[config.mk]
export PLATFORM = sky130hd
export DESIGN_NAME = th_rate_div
export DESIGN_NICKNAME = d
export VERILOG_FILES = /design/src/rtl/th_rate_div.sv
export SDC_FILE = /design/constraint.sdc
export NUM_CORES = 1
export LEC_CHECK = 0
export ABC_CLOCK_PERIOD_IN_PS = 3000
export CORE_AREA = 2 2 39 41
export CTS_CLUSTER_SIZE = 40
export DETAILED_ROUTE_END_ITERATION = 6
export DIE_AREA = 0 0 41 43
export GPL_TIMING_DRIVEN = 0
export SETUP_SLACK_MARGIN = 0.2
export SLEW_MARGIN = 0
export SYNTH_ARGS = -nofsm -noshare
export SYNTH_HDL_FRONTEND = slang
export SYNTH_SLANG_ARGS = --single-unit
[constraint.sdc]
create_clock -name clk_i -period 3 [get_ports clk_i]
set_clock_uncertainty 0.2 [all_clocks]
set_input_delay 0.6 -clock clk_i [delete_from_list [all_inputs] [get_ports clk_i]]
set_output_delay 0.6 -clock clk_i [all_outputs]
set_load 0.02 [all_outputs]
[src/rtl/th_rate_div.sv]
// Chunk-rate divider: counts DIV cycles per chunk, flags chunk boundaries.
module th_rate_div #(
   parameter int DIV = 1
) (
   input  logic clk_i,
   input  logic rst_i,
   input  logic clr_i,
   input  logic en_i,
   output logic adv_o,
   output logic first_o
);

   localparam logic [7:0] LAST = 8'(DIV - 1);

   logic [7:0] cnt_q, cnt_d;

   always_comb begin
      cnt_d = cnt_q;
      adv_o = en_i && (cnt_q == LAST);
      if (clr_i) begin
         cnt_d = '0;
      end else if (en_i) begin
         cnt_d = adv_o ? 8'd0 : cnt_q + 8'd1;
      end
   end

   // first_o describes the cycle that follows this edge
   assign first_o = (cnt_d == 8'd0);

   always_ff @(posedge clk_i) begin
      if (rst_i) cnt_q <= '0;
      else       cnt_q <= cnt_d;
   end

endmodule

==> key figures, run 1 <==
Run status
  – Status: finished, final reports clean

CTS
  – Clock Sinks: 8
  – CTS buffer count: 3
  – Clk Latency, worst-skew pair: 0.25 ns
  – CTS root buf: clkbuf_4
  – Worst-path clk slew: 0.06 ns
  – CTS tree: built
  – H-tree depth: 1
  – Max Buffers Root-to-Sink: 2

Critical path
  – Critical Path Start Type: register
  – Arrival @ worst endpoint: 1.94 ns
  – RR Endpoint: cnt_q[6]$_SDFF_PP0_
  – Critical Path End Type: output port
  – R2r setup slk: 1.20 ns
  – Crit Path Max Fanout: 7
  – Kind of critical path: register to output port
  – CP Data Required Time: 2.20 ns
  – RR Startpoint: cnt_q[4]$_SDFF_PP0_
  – FF-to-FF path depth: 6

Floorplan
  – Die span in y: 43 um
  – Site Rows: 14
  – Starting density of the core: 0.363
  – Die X: 41 um
  – Die ar.: 1760 um^2
  – # IOs: 6
  – Core box area: 1380 um^2

Synth
  – Avg Inst Size Synth: 8.11 um^2
  – Top cells by count, synth: 9 x nor2_1, 8 x dfxtp_1, 4 x nand2_1, 4 x nand4_1, 4 x xor2_1
  – Syn Nets: 68
  – Post-synth top area share: 0.318
  – Synth area leader: dfxtp_1
  – FFs w/ async S/R, synth: 0
  – Sequential share of the synthesized area: 0.318
  – Predominant post-synthesis flop cell: dfxtp_1
  – Yosys warnings: 0
  – Distinct cell type count after synthesis: 26
  – Post-synth EDFFs: 0
  – Synth Instances: 62
  – Largest cells by area after synthesis: dfxtp_1 32%, xor2_1 7.0%, nor2_1 6.7%
  – Yosys reg bits: 8
  – Post-synthesis cell area: 503 um^2
  – Most frequent cell after synthesis: nor2_1

Min path
  – Type of the most critical hold path: register to register
  – Hold path depth: 2
  – Hold Path Sink: cnt_q[3]$_SDFF_PP0_
  – Hold Startpoint: cnt_q[3]$_SDFF_PP0_

Layout
  – Largest register FFs: 8
  – Biggest register: cnt_q
  – Design area: 628 um^2
  – Final core utilization: 0.454
  – Layout cell share with drive strength beyond 1: 0.274
  – Biggest regs: cnt_q (8)
  – Final #Nets: 81
  – Antenna Cells: 0
  – Filler cell count in the final layout: 139
  – Area delta synth->final: 24.9%

STA
  – Slew margin rel.: 0.774
  – FMAX: 365 MHz
  – Final Hold Viols: 0
  – RSZ-0062 raised after global routing: true
  – Hold_ws: 0.379 ns
  – Setup TNS: 0 ns
  – Minimum clock period: 2.74 ns
  – Slew Limit Fails: 0
  – Period utilisation layout: 0.914
  – Worst-Margin Slew: 0.337 ns
  – Setup-failing EPs final: 0

Route
  – Post-DR vias/cell: 5.37
  – DRT Pass-1 Iters: 4
  – DR DRC count: 0
  – Vias: 478
  – Starting DRC count in detailed routing: 12
  – Final ANT Viol Nets: 0
  – Final wirelength: 1.07 mm
  – Routed wire per std cell: 12.1 um

Flow run
  – Max-cap viol count: 0

Placed design
  – Routability cong.: 0.742
  – Post-DP Area: 573 um^2
  – I/O Buffers: 5
  – Hpwl dp: 721 um

Global routing
  – Antenna violations before repair: 0
  – Vias in the first global route: 407
  – Overflow after GRT: 0
  – Largest net degree at the start of global routing: 11
  – Tot GR Track Use: 0.147
  – First-pass GRT wire length: 1.73 mm

Pwr
  – VDD IR-drop max: 0.222 mV
  – Leakage: 0.251 nW
  – Total power: 0.210 mW
  – PD cells: 335 nW/um^2
## cells in the final DEF (no fill, tap or decap)
| cell type | n |
|---|---|
| o311ai_1 | 1 |
| dfxtp_1 | 5 |
| o22a_1 | 1 |
| xnor2_1 | 2 |
| clkbuf_4 | 3 |
| clkdlybuf4s50_1 | 2 |
| ha_1 | 2 |
| dfxtp_2 | 3 |
| inv_2 | 2 |
| buf_6 | 2 |
| buf_2 | 2 |
| mux2_2 | 1 |
| o31a_1 | 1 |
| nand2_2 | 2 |
| nor4_1 | 1 |
| clkbuf_1 | 1 |
| and3_4 | 1 |
| nor2_1 | 9 |
| dlymetal6s2s_1 | 1 |
| xor2_1 | 4 |
| nand4_1 | 4 |
| nand2_1 | 3 |
| or3_1 | 2 |
| mux2i_1 | 1 |
| buf_4 | 3 |
| nor4_4 | 1 |
| nor3_1 | 3 |
| inv_1 | 3 |
| nand3_1 | 2 |
| a21oi_1 | 3 |
| a31oi_1 | 2 |
## power breakdown
group / switching, mW / leakage, nW / total (mW) / internal [mW]
combinational: 0.0119 / 0.171 / 0.0220 / 0.0101
clock: 0.0345 / 0.0138 / 0.0801 / 0.0456
sequential: 0.00107 / 0.0660 / 0.108 / 0.107
## cells by family (layout without fill, tap and decap cells)
group,Yosys count,in the layout,share of synthesized area
AOI/OAI and AO/OA,8,8,0.107
xor gates and xnor gates,6,6,0.104
adders and majority gates,2,2,0.0497
buffers and inverters,8,19,0.0771
DFF,8,8,0.318
muxes,2,2,0.0423
and+or+nand+nor,28,28,0.301
## metrics by stage
step	std cells	setup slack [ns]
5_1_grt	89	0.173
3_3_place_gp	83	-0.583
6_report	89	0.258
4_1_cts	88	0.209
3_5_place_dp	83	-0.560
2_1_floorplan	62	0.386
## area by class of cell
cell class	instances	area, um^2	share of cell area
plain buffers	3	26.3	0.0418
well taps	16	20.0	0.0319
repair buffers	8	65.1	0.104
inverters	5	18.8	0.0299
flip-flops and latches	8	164	0.261
clock buffers	3	22.5	0.0359
multi-input cells	46	312	0.496
## worst max-delay path by stage
stage / start / endpoint / slack [ns]
2_1_floorplan: en_i / first_o / 0.39
3_3_place_gp: en_i / first_o / -0.58
5_1_grt: cnt_q[2]$_SDFF_PP0_ / first_o / 0.17
3_5_place_dp: en_i / first_o / -0.56
4_1_cts: cnt_q[0]$_SDFF_PP0_ / first_o / 0.21
6_report: cnt_q[2]$_SDFF_PP0_ / first_o / 0.26
## routing by layer
layer  vias to the layer above  GRT usage  part of all wire  wire length, um
met2                        16      0.209              0.50              532
met5                         -          0                 0                0
met3                         0     0.0785             0.071               76
met1                       219      0.198              0.43              464
met4                         0     0.0200                 0                0
li1                        243          -                 -                -
## worst max-delay path, cell delays in order (launching register included)
cell,delay [ns]
dfxtp_1,0.33
buf_6,0.12
nand2_2,0.07
nor4_4,0.39
and3_4,0.24
a31oi_1,0.08
o311ai_1,0.25
buf_2,0.21
## what timing repair did
item,4_1_cts,5_1_grt
pin swaps,3,3
endpoints found under the setup margin,2,2
buffers inserted,2,1
hold buffers,0,0
hold endpoints to repair,0,0
resized for setup,11,8
Power figures use the tool's default switching activity.
==> run 2, diff against run 1 <==
--- a/config.mk
+++ b/config.mk
@@ -7,6 +7,7 @@
 export LEC_CHECK = 0
 export ABC_CLOCK_PERIOD_IN_PS = 3000
 export CORE_AREA = 2 2 39 41
+export CTS_CLUSTER_DIAMETER = 150
 export CTS_CLUSTER_SIZE = 40
 export DETAILED_ROUTE_END_ITERATION = 6
 export DIE_AREA = 0 0 41 43
==> results of run 2 <==
The final DEF is identical to that of run 1; final timing and power are the same.
